==> src/rtl/cc_game_sequencer.sv <==
// cc_game_sequencer: accepts one CC game record, streams it into the CC core
// (in_valid_1 cells/stripes, idle gap, in_valid_2 actions), waits for the
// score, returns it (or a timeout) on a response handshake, and flags CC
// output-protocol violations.
module cc_game_sequencer #(
    parameter int GAP     = 2,
    parameter int TIMEOUT = 500
) (
    input  logic         clk,
    input  logic         rst_n,
    input  logic         req_valid,
    output logic         req_ready,
    input  logic [107:0] req_color,
    input  logic [23:0]  req_stripe_pos,
    input  logic [3:0]   req_stripe_type,
    input  logic [59:0]  req_act_pos,
    input  logic [19:0]  req_act_dir,
    output logic         rsp_valid,
    input  logic         rsp_ready,
    output logic [6:0]   rsp_score,
    output logic         rsp_timeout,
    output logic         cc_in_valid_1,
    output logic         cc_in_valid_2,
    output logic [2:0]   cc_in_color,
    output logic [5:0]   cc_in_starting_pos,
    output logic         cc_in_stripe,
    output logic [1:0]   cc_in_action,
    input  logic         cc_out_valid,
    input  logic [6:0]   cc_out_score,
    output logic         proto_err
);

    localparam int CNT_W = 16;
    localparam logic [CNT_W-1:0] C_LOAD_LAST = CNT_W'(35);
    localparam logic [CNT_W-1:0] C_GAP_LAST  = CNT_W'(GAP - 1);
    localparam logic [CNT_W-1:0] C_ACT_LAST  = CNT_W'(9);
    localparam logic [CNT_W-1:0] C_TIMEOUT   = CNT_W'(TIMEOUT);

    typedef enum logic [2:0] {
        ST_IDLE,
        ST_LOAD,
        ST_GAP,
        ST_ACT,
        ST_WAIT,
        ST_RESP
    } state_t;

    state_t           r_state;
    state_t           w_state_nxt;
    logic [CNT_W-1:0] r_cnt;
    logic [CNT_W-1:0] w_cnt_nxt;
    logic [CNT_W-1:0] w_wait_inc;

    // Record storage, loaded once per accepted request.
    logic [107:0] r_color;
    logic [23:0]  r_stripe_pos;
    logic [3:0]   r_stripe_type;
    logic [59:0]  r_act_pos;
    logic [19:0]  r_act_dir;

    logic         w_accept;
    logic [107:0] w_color_src;
    logic [23:0]  w_stripe_pos_src;
    logic [3:0]   w_stripe_type_src;

    logic [2:0] w_cell    [36];
    logic [5:0] w_spos    [4];
    logic [5:0] w_apos    [10];
    logic [1:0] w_adir    [10];

    logic       w_req_ready_nxt;
    logic       w_rsp_valid_nxt;
    logic [6:0] w_score_nxt;
    logic       w_timeout_nxt;
    logic       w_v1_nxt;
    logic       w_v2_nxt;
    logic [2:0] w_color_nxt;
    logic [5:0] w_pos_nxt;
    logic       w_stripe_nxt;
    logic [1:0] w_action_nxt;

    logic       r_prev_out_valid;
    logic       w_proto_viol;

    assign w_accept   = (r_state == ST_IDLE) && req_valid && req_ready;
    assign w_wait_inc = r_cnt + CNT_W'(1);

    // Cell 0 and stripe 0 go out on the acceptance edge itself, before the
    // storage holds them, so in IDLE the stream reads straight from the ports.
    assign w_color_src       = (r_state == ST_IDLE) ? req_color       : r_color;
    assign w_stripe_pos_src  = (r_state == ST_IDLE) ? req_stripe_pos  : r_stripe_pos;
    assign w_stripe_type_src = (r_state == ST_IDLE) ? req_stripe_type : r_stripe_type;

    assign w_proto_viol = (cc_out_valid && (r_state != ST_WAIT))
                        || (cc_out_valid && r_prev_out_valid)
                        || (!cc_out_valid && (cc_out_score != 7'd0));

    // Unpack the flat record buses into indexable per-item views.
    always_comb begin
        for (int k = 0; k < 36; k++) w_cell[k] = w_color_src[3*k +: 3];
        for (int j = 0; j < 4; j++)  w_spos[j] = w_stripe_pos_src[6*j +: 6];
        for (int m = 0; m < 10; m++) begin
            w_apos[m] = r_act_pos[6*m +: 6];
            w_adir[m] = r_act_dir[2*m +: 2];
        end
    end

    // Next state, next counter and the next value of every registered output.
    always_comb begin
        // NOTE: every signal gets a default before the case so no path leaves
        // one unassigned, which would otherwise infer a latch.
        w_state_nxt     = r_state;
        w_cnt_nxt       = r_cnt;
        w_score_nxt     = rsp_score;
        w_timeout_nxt   = rsp_timeout;
        w_req_ready_nxt = 1'b0;
        w_rsp_valid_nxt = 1'b0;
        w_v1_nxt        = 1'b0;
        w_v2_nxt        = 1'b0;
        w_color_nxt     = 3'd0;
        w_pos_nxt       = 6'd0;
        w_stripe_nxt    = 1'b0;
        w_action_nxt    = 2'd0;

        case (r_state)
            ST_IDLE: begin
                if (w_accept) begin
                    w_state_nxt = ST_LOAD;
                    w_cnt_nxt   = '0;
                end
            end
            ST_LOAD: begin
                if (r_cnt == C_LOAD_LAST) begin
                    w_state_nxt = ST_GAP;
                    w_cnt_nxt   = '0;
                end else begin
                    w_cnt_nxt = r_cnt + CNT_W'(1);
                end
            end
            ST_GAP: begin
                if (r_cnt == C_GAP_LAST) begin
                    w_state_nxt = ST_ACT;
                    w_cnt_nxt   = '0;
                end else begin
                    w_cnt_nxt = r_cnt + CNT_W'(1);
                end
            end
            ST_ACT: begin
                if (r_cnt == C_ACT_LAST) begin
                    w_state_nxt = ST_WAIT;
                    w_cnt_nxt   = '0;
                end else begin
                    w_cnt_nxt = r_cnt + CNT_W'(1);
                end
            end
            ST_WAIT: begin
                // A response in the last allowed cycle wins over the timeout.
                if (cc_out_valid) begin
                    w_state_nxt   = ST_RESP;
                    w_cnt_nxt     = '0;
                    w_score_nxt   = cc_out_score;
                    w_timeout_nxt = 1'b0;
                end else if (w_wait_inc == C_TIMEOUT) begin
                    w_state_nxt   = ST_RESP;
                    w_cnt_nxt     = '0;
                    w_score_nxt   = 7'd0;
                    w_timeout_nxt = 1'b1;
                end else begin
                    w_cnt_nxt = w_wait_inc;
                end
            end
            ST_RESP: begin
                if (rsp_ready) begin
                    w_state_nxt   = ST_IDLE;
                    w_score_nxt   = 7'd0;
                    w_timeout_nxt = 1'b0;
                end
            end
            default: begin
                w_state_nxt = ST_IDLE;
                w_cnt_nxt   = '0;
            end
        endcase

        case (w_state_nxt)
            ST_IDLE: w_req_ready_nxt = 1'b1;
            ST_LOAD: begin
                w_v1_nxt    = 1'b1;
                w_color_nxt = w_cell[w_cnt_nxt[5:0]];
                if (w_cnt_nxt[CNT_W-1:2] == '0) begin
                    w_pos_nxt    = w_spos[w_cnt_nxt[1:0]];
                    w_stripe_nxt = w_stripe_type_src[w_cnt_nxt[1:0]];
                end
            end
            ST_ACT: begin
                w_v2_nxt     = 1'b1;
                w_pos_nxt    = w_apos[w_cnt_nxt[3:0]];
                w_action_nxt = w_adir[w_cnt_nxt[3:0]];
            end
            ST_RESP: w_rsp_valid_nxt = 1'b1;
            default: ;
        endcase
    end

    // State, counter, registered outputs and the sticky protocol monitor.
    always_ff @(posedge clk or negedge rst_n) begin
        if (!rst_n) begin
            r_state            <= ST_IDLE;
            r_cnt              <= '0;
            req_ready          <= 1'b1;
            rsp_valid          <= 1'b0;
            rsp_score          <= 7'd0;
            rsp_timeout        <= 1'b0;
            cc_in_valid_1      <= 1'b0;
            cc_in_valid_2      <= 1'b0;
            cc_in_color        <= 3'd0;
            cc_in_starting_pos <= 6'd0;
            cc_in_stripe       <= 1'b0;
            cc_in_action       <= 2'd0;
            r_prev_out_valid   <= 1'b0;
            proto_err          <= 1'b0;
        end else begin
            // NOTE: non-blocking assignments so every flop samples pre-edge
            // values regardless of statement order.
            r_state            <= w_state_nxt;
            r_cnt              <= w_cnt_nxt;
            req_ready          <= w_req_ready_nxt;
            rsp_valid          <= w_rsp_valid_nxt;
            rsp_score          <= w_score_nxt;
            rsp_timeout        <= w_timeout_nxt;
            cc_in_valid_1      <= w_v1_nxt;
            cc_in_valid_2      <= w_v2_nxt;
            cc_in_color        <= w_color_nxt;
            cc_in_starting_pos <= w_pos_nxt;
            cc_in_stripe       <= w_stripe_nxt;
            cc_in_action       <= w_action_nxt;
            r_prev_out_valid   <= cc_out_valid;
            proto_err          <= proto_err | w_proto_viol;
        end
    end

    // Capture the whole record on acceptance; held untouched while busy.
    always_ff @(posedge clk) begin
        // NOTE: record storage has no reset; it is only read after an accept
        // has written it, so its power-up contents never reach an output.
        if (w_accept) begin
            r_color       <= req_color;
            r_stripe_pos  <= req_stripe_pos;
            r_stripe_type <= req_stripe_type;
            r_act_pos     <= req_act_pos;
            r_act_dir     <= req_act_dir;
        end
    end

endmodule

==> config.mk <==
export PLATFORM = sky130hd
export DESIGN_NAME = cc_game_sequencer
export DESIGN_NICKNAME = d
export VERILOG_FILES = /design/src/rtl/cc_game_sequencer.sv
export SDC_FILE = /design/constraint.sdc
export NUM_CORES = 1
export LEC_CHECK = 0
export CORE_UTILIZATION = 51
export CTS_CLUSTER_SIZE = 25
export DETAILED_ROUTE_END_ITERATION = 6
export GPL_TIMING_DRIVEN = 0
export PLACE_DENSITY = 0.9
export SLEW_MARGIN = 20
export SYNTH_ARGS = -nofsm -noshare
export SYNTH_HDL_FRONTEND = slang
export SYNTH_SLANG_ARGS = --single-unit
==> constraint.sdc <==
create_clock -name clk -period 9.4 [get_ports clk]
set_input_delay 1.88 -clock clk [delete_from_list [all_inputs] [get_ports clk]]
set_output_delay 1.88 -clock clk [all_outputs]
set_load 0.02 [all_outputs]
==> flow_summary.yaml, run 1 <==
pwr:
  leakage_nw: 5.51
  p_per_area_nw_per_um2: 297
  p_clk_frac: 0.229
  peakVddDrop_v: 0.000211
  netSwitchingPower_mw: 1.80
  switching_share: 0.384
  pwr-share-seq: 0.299
  intPower_mw: 2.89
  combPwrFrac: 0.471
setup_path:
  rrSetupSlack_ns: 4.62
  critPathCaptureType: "register"
  cp_max_fo: 10
  rr_worst_depth: 13
  crit_arrival_ns: 5.65
  r2r_start: "r_cnt[0]$_DFF_PN0_"
  required_ns: 9.81
  r2r_end: "cc_in_color[2]$_DFF_PN0_"
  critPathLaunchType: "input pin"
  critPathLaunch: "req_valid"
  path_cells: "clkdlybuf4s50_1 -> a211o_1 -> a21oi_1 -> nand2_1 -> nand4_1 -> o21ai_1 -> inv_2 -> buf_4 -> nor2_1 -> nand2_1 -> o211ai_1 -> nand4_1 -> a311oi_1"
  worstSetupEndpoint: "cc_in_color[2]$_DFF_PN0_"
  crit_type: "input pin to register"
  slowest_stage: "nor2_1"
  cp_slowest_stage_delay_ns: 0.88
placed_design:
  place_ws_ns: 3.76
  portBuffers: 252
  dp_hpwl_um: 24100
  routabilityCongestion: 0.895
hold_path:
  min_path_type: "register to register"
timing:
  maxSlewViolCount: 0
  hold_violations: 0
  min_period_ns: 5.24
  tightest_slew_ns: 1.13
  setup_slack_ns: 4.16
  max_freq_ghz: 0.191
  slew_headroom: 0.241
  setup_viol: 0
  skew_ns: 0.0199
  rsz0062_at_grt: "no"
  period_share: 0.557
grt:
  grt_usage: 0.285
  antenna_found_initial: 2
  grt_pass1_vias: 8916
  grt_overflow: 0
  grt_pass1_wl_um: 50900
  grt_max_degree: 53
logic_synthesis:
  synth_top_area_frac: 0.546
  synth_top_area_cell: "edfxtp_1"
  synth_warnings: 0
  netlist_area_um2: 11900
  synth_edf_count: 216
  syn_nets: 1053
  synthCells: 823
  synth-seq-cells: 261
  ys.flop_type: "edfxtp_1"
  async_flop_share: 0.172
  yosysUniqueCellTypes: 66
  synth-seq-area-share: 0.641
  yosys-top-cells-area: "edfxtp_1, mux4_2, dfrtp_1"
  syn_area_per_cell_um2: 14.4
detailed_routing:
  drt-pass1-iter-count: 6
  drtIter0Drc: 953
  wirelength_um: 33700
  viasPerCell: 6.17
  vias: 8736
  drc: 0
  post_drt_wl_per_cell_um: 23.8
  antenna_left: 0
floorplanning:
  die_area_um2: 23900
  coreArea_um2: 22700
  die_w_um: 155
  start_util: 0.523
  rows: 55
  die_y_um: 155
  ioPinCount: 253
final_layout:
  areaGrowthSynthToFinish_pct: 32.8
  utilization: 0.694
  fill_cells: 1467
  fin_nets: 1339
  drive_above_1_share: 0.140
clocking:
  clk_latency_ns: 0.54
  postCtsSetupRepairBufs: 0
  cts_hold_buffers: 0
  cts_sinks: 261
  htreeDepth: 1
  cts.reportedPaths.clkPinSlew_ns: 0.06
  clock_path_buffers: 3
  numCtsBuffers: 27
  cts_tree: "yes"
  cts-resized-gates: 0
  cts_root_buf: "clkbuf_16"
job:
  drv_cap: 0
outcome:
  status: "finished, final reports clean"
-- metal layers --
metal | part of all wire | wire length, µm | global-route usage
met5 | 0 | 0 | 0
met4 | 0.040 | 1350 | 0.116
met3 | 0.085 | 2850 | 0.0518
met2 | 0.51 | 17200 | 0.483
met1 | 0.36 | 12300 | 0.364
-- placed cells by master, fill, tap and decap left out, types with 5 or more instances in the layout --
| cell | n |
|---|---|
| a211oi_1 | 5 |
| a21oi_1 | 32 |
| a22oi_1 | 6 |
| a311oi_1 | 5 |
| a31oi_1 | 13 |
| and3_1 | 12 |
| buf_2 | 14 |
| buf_4 | 5 |
| buf_6 | 7 |
| clkbuf_1 | 33 |
| clkbuf_16 | 27 |
| clkdlybuf4s50_1 | 251 |
| clkinv_1 | 6 |
| dfrtp_1 | 44 |
| edfxtp_1 | 216 |
| inv_1 | 21 |
| mux2i_1 | 15 |
| mux4_2 | 66 |
| nand2_1 | 136 |
| nand3_1 | 31 |
| nand4_1 | 17 |
| nor2_1 | 21 |
| nor3_1 | 10 |
| nor4_1 | 5 |
| o211ai_1 | 9 |
| o21ai_0 | 20 |
| o21ai_1 | 7 |
| o22ai_1 | 6 |
-- cell usage after synthesis (7+ instances only) --
library cell and count:
dfrtp_1 44, buf_2 13, a21oi_1 32, o21ai_0 20, nand2_1 136, nand3_1 31, nor2_1 21, mux4_2 66
inv_1 21, o211ai_1 9, edfxtp_1 216, o21ai_1 7, clkbuf_1 26, a31oi_1 13, and3_1 13, buf_6 7
nand4_1 17, mux2i_1 15, nor3_1 10
-- flip-flops by register name, indices dropped and copies added (netlist names), 2 cells and up --
| register | count |
|---|---|
| r_cnt | 16 |
| cc_in_action | 2 |
| cc_in_starting_pos | 6 |
| cc_in_color | 3 |
| rsp_score | 7 |
| r_act_pos | 60 |
| r_stripe_type | 4 |
| r_state | 3 |
| r_color | 108 |
| r_stripe_pos | 24 |
| r_act_dir | 20 |
-- per-stage QoR --
| step | hold slack [ns] | cell area [µm²] | cells | TNS, ns | power, mW |
|---|---|---|---|---|---|
| 2_1_floorplan | 0.566 | 11900 | 823 | 0 | 2.85 |
| 3_3_place_gp | 0.451 | 14800 | 1360 | -79.93 | 3.54 |
| 3_5_place_dp | 0.482 | 14900 | 1365 | 0 | 3.59 |
| 4_1_cts | 0.496 | 15800 | 1414 | 0 | 4.68 |
| 5_1_grt | 0.510 | 15800 | 1416 | 0 | 4.89 |
| 6_report | 0.491 | 15800 | 1416 | 0 | 4.69 |
-- critical path, delay by kind of cell --
| kind | cells | cell delay [ns] |
|---|---|---|
| and+or+nand+nor | 5 | 1.40 |
| AOI/OAI and AO/OA | 5 | 1.35 |
| buffers and inverters | 3 | 1.00 |
-- power by group through the flow --
stage / Sequential [mW] / Combinational (mW) / Clock, mW
after floorplan: 1.46 / 1.38 / 0
after global placement: 1.44 / 2.10 / 0
after detailed placement: 1.43 / 2.16 / 0
after CTS: 1.40 / 2.19 / 1.08
after global routing: 1.41 / 2.35 / 1.13
final: 1.40 / 2.21 / 1.07
-- worst min-delay path by stage --
stage,startpoint,cells after the start,to,slack (ns)
4_1_cts,proto_err$_DFF_PN0_,1,proto_err$_DFF_PN0_,0.50
3_5_place_dp,proto_err$_DFF_PN0_,1,proto_err$_DFF_PN0_,0.48
6_report,proto_err$_DFF_PN0_,1,proto_err$_DFF_PN0_,0.49
3_3_place_gp,proto_err$_DFF_PN0_,1,proto_err$_DFF_PN0_,0.45
2_1_floorplan,r_cnt[15]$_DFF_PN0_,2,r_cnt[15]$_DFF_PN0_,0.57
5_1_grt,proto_err$_DFF_PN0_,1,proto_err$_DFF_PN0_,0.51
-- kinds of logic (layout without fill, tap and decap cells) --
| kind of cell | count (synthesis) | after routing | share of synthesized area |
|---|---|---|---|
| compound gates | 132 | 132 | 0.0726 |
| mux | 83 | 83 | 0.140 |
| other cells | 0 | 2 | 0 |
| flops | 261 | 261 | 0.641 |
| buf+inv | 76 | 382 | 0.0316 |
| xor+xnor | 5 | 5 | 0.00369 |
| simple gates | 264 | 264 | 0.109 |
| fa+ha+maj | 2 | 2 | 0.00211 |
-- area by class of cell --
type	instances	area, µm²	share of cell area
clock buffers	34	702	0.0445
diodes	2	5.00	0.000317
inverters	24	92.6	0.00587
repair buffers	257	2640	0.167
clock inverters	15	179	0.0113
well taps	285	357	0.0226
plain buffers	52	283	0.0179
flip-flops and latches	261	7610	0.483
multi-input cells	486	3900	0.247
No activity file was read; power rests on OpenSTA's default activity.
==> run 2: changes to the inputs <==
Clock period 9.4 ns to 5.4 ns, I/O delays scaled along.
==> run 2 against run 1 <==
  * Total power grew 73%
  * Clock power up 72%
  * Largest power group unchanged
  * Flip-flop and latch count stayed put
  * Highest routed layer unchanged
  * Largest cell class unchanged
  * Final cell count hardly changed
  * Via count increased by 1.3%
  * Combinational power up 73%
  * Clock skew is 0.0057 ns lower
  * Routed wire length fell by 1.8%
  * Sequential power rose by 75%
  * Clock-buffer cell count is 4 lower
  * Worst hold slack lost 0.025 ns
  * Critical path depth stayed put
==> flow_summary.yaml, run 2 (synthesized netlist as in run 1, its figures left out) <==
final_layout:
  layout_common_cells: "clkdlybuf4s50_1, edfxtp_1, nand2_1, mux4_2, dfrtp_1"
  largest_register_ffs: 108
  layout_commonest_cell: "clkdlybuf4s50_1"
  final_area_um2: 15800
  drive_above_1_share: 0.141
  areaGrowthSynthToFinish_pct: 32.7
  fin_nets: 1339
  regMostFlops: "r_color"
  top_regs: "r_color: 108 flops, r_act_pos: 60 flops, r_stripe_pos: 24 flops"
timing:
  whs_ns: 0.466
  rsz0062_at_grt: "no"
  tightest_slew_ns: 1.07
  setup_slack_ns: 0.743
  max_freq_ghz: 0.215
  setup_viol: 0
  skew_ns: 0.0142
  setup-tns-final_ns: 0
  period_share: 0.862
  min_period_ns: 4.66
  hold_violations: 0
  maxSlewViolCount: 0
  slew_headroom: 0.285
floorplanning:
  ioPinCount: 253
  die_y_um: 155
  die_w_um: 155
  die_area_um2: 23900
  rows: 55
  coreArea_um2: 22700
  start_util: 0.523
setup_path:
  crit_arrival_ns: 5.08
  crit_top_cell: "nand4_1"
  path_buf_inv: 2
  rrSetupSlack_ns: 0.74
  critPathCaptureType: "register"
  crit_type: "register to register"
  critPathLaunch: "r_cnt[0]$_DFF_PN0_"
  cp_max_fo: 10
  cp_slowest_stage_delay_ns: 0.83
  critPathLaunchType: "register"
  slowest_stage: "nor2_1"
  required_ns: 5.82
  critPathTopFamily: "simple AND/OR/NAND/NOR gates"
  path_cells: "ha_1 -> and4bb_1 -> nand4_1 -> nor4_2 -> nand3_2 -> o21ai_1 -> inv_2 -> buf_4 -> nor2_1 -> nand2_1 -> o211ai_1 -> nand4_1 -> a311oi_1"
  r2r_start: "r_cnt[0]$_DFF_PN0_"
detailed_routing:
  drtIter0Drc: 824
  post_drt_wl_per_cell_um: 23.3
  drc: 0
  antenna_left: 0
  wirelength_um: 33100
  drt-pass1-iter-count: 5
  viasPerCell: 6.24
  vias: 8846
job:
  drv_cap: 0
grt:
  antenna_found_initial: 2
  grt_pass1_wl_um: 50000
  grt_overflow: 0
  grt_max_degree: 62
  grt_pass1_vias: 8848
  grt_usage: 0.279
pwr:
  netSwitchingPower_mw: 3.14
  p_clk_frac: 0.226
  p_per_area_nw_per_um2: 515
  p_total_mw: 8.12
  peakVddDrop_v: 0.000442
  leakage_nw: 5.51
  pwr-share-seq: 0.301
  combPwrFrac: 0.473
  intPower_mw: 4.97
  switching_share: 0.387
clocking:
  postCtsSetupRepairBufs: 0
  cts_sinks: 261
  clock_path_buffers: 3
  cts.reportedPaths.clkPinSlew_ns: 0.06
  cts_hold_buffers: 0
  clk_latency_ns: 0.54
  cts-resized-gates: 0
  numCtsBuffers: 27
  htreeDepth: 1
  cts_tree: "yes"
  cts_root_buf: "clkbuf_16"
placed_design:
  portBuffers: 252
  routabilityCongestion: 0.877
  place_ws_ns: 0.534
  dp_hpwl_um: 23800
  placed_area_um2: 14900
hold_path:
  min_path_type: "register to register"
  hp-start: "proto_err$_DFF_PN0_"
outcome:
  status: "finished, final reports clean"
-- run 2: power groups by stage --
stage	combinational, mW	clock, mW	sequential, mW
after global routing	4.07	1.92	2.46
after detailed placement	3.77	0	2.48
after CTS	3.81	1.85	2.44
after floorplan	2.40	0	2.53
after global placement	3.66	0	2.48
final	3.83	1.84	2.45
-- run 2: path summary, 6_finish.rpt --
| kind | depth (start not counted) | to |
|---|---|---|
| min reg2reg | 1 | proto_err$_DFF_PN0_ |
| min in group asynchronous | 1 | rsp_score[6]$_DFFE_PN0P_ |
| max reg2reg | 13 | cc_in_color[2]$_DFF_PN0_ |
| max | 13 | cc_in_color[2]$_DFF_PN0_ |
| min | 1 | proto_err$_DFF_PN0_ |
| max in group asynchronous | 2 | r_cnt[15]$_DFF_PN0_ |
-- run 2: area by class of cell --
| type | count | area (µm²) |
|---|---|---|
| timing repair buffer | 257 | 2640 |
| clock inverter | 20 | 178 |
| fill | 1498 | 6960 |
| inverter | 24 | 92.6 |
| clock buffer | 30 | 687 |
| multi-input combinational | 486 | 3900 |
| tap | 285 | 357 |
| sequential | 261 | 7610 |
| antenna | 2 | 5.00 |
| buffer | 52 | 283 |
-- run 2: through the flow --
step,std cells,util
floorplan,823,-
global placement,1360,0.650
detailed placement,1365,0.655
CTS,1415,0.693
global route,1417,0.694
finish,1417,0.694
-- run 2: routing by layer --
layer | track usage | up-vias | share of wire
met4 | 0.136 | 0 | 0.052
met1 | 0.361 | 4385 | 0.38
met3 | 0.0437 | 108 | 0.078
li1 | - | 3801 | -
met2 | 0.465 | 552 | 0.50
met5 | 0 | - | 0
-- run 2: worst register-to-register path, cell delays in order (launching register included) --
cell and delay, ns:
dfrtp_1 0.58, ha_1 0.37, and4bb_1 0.30, nand4_1 0.14, nor4_2 0.24, nand3_2 0.19, o21ai_1 0.54, inv_2 0.24
buf_4 0.26, nor2_1 0.83, nand2_1 0.14, o211ai_1 0.18, nand4_1 0.16, a311oi_1 0.37
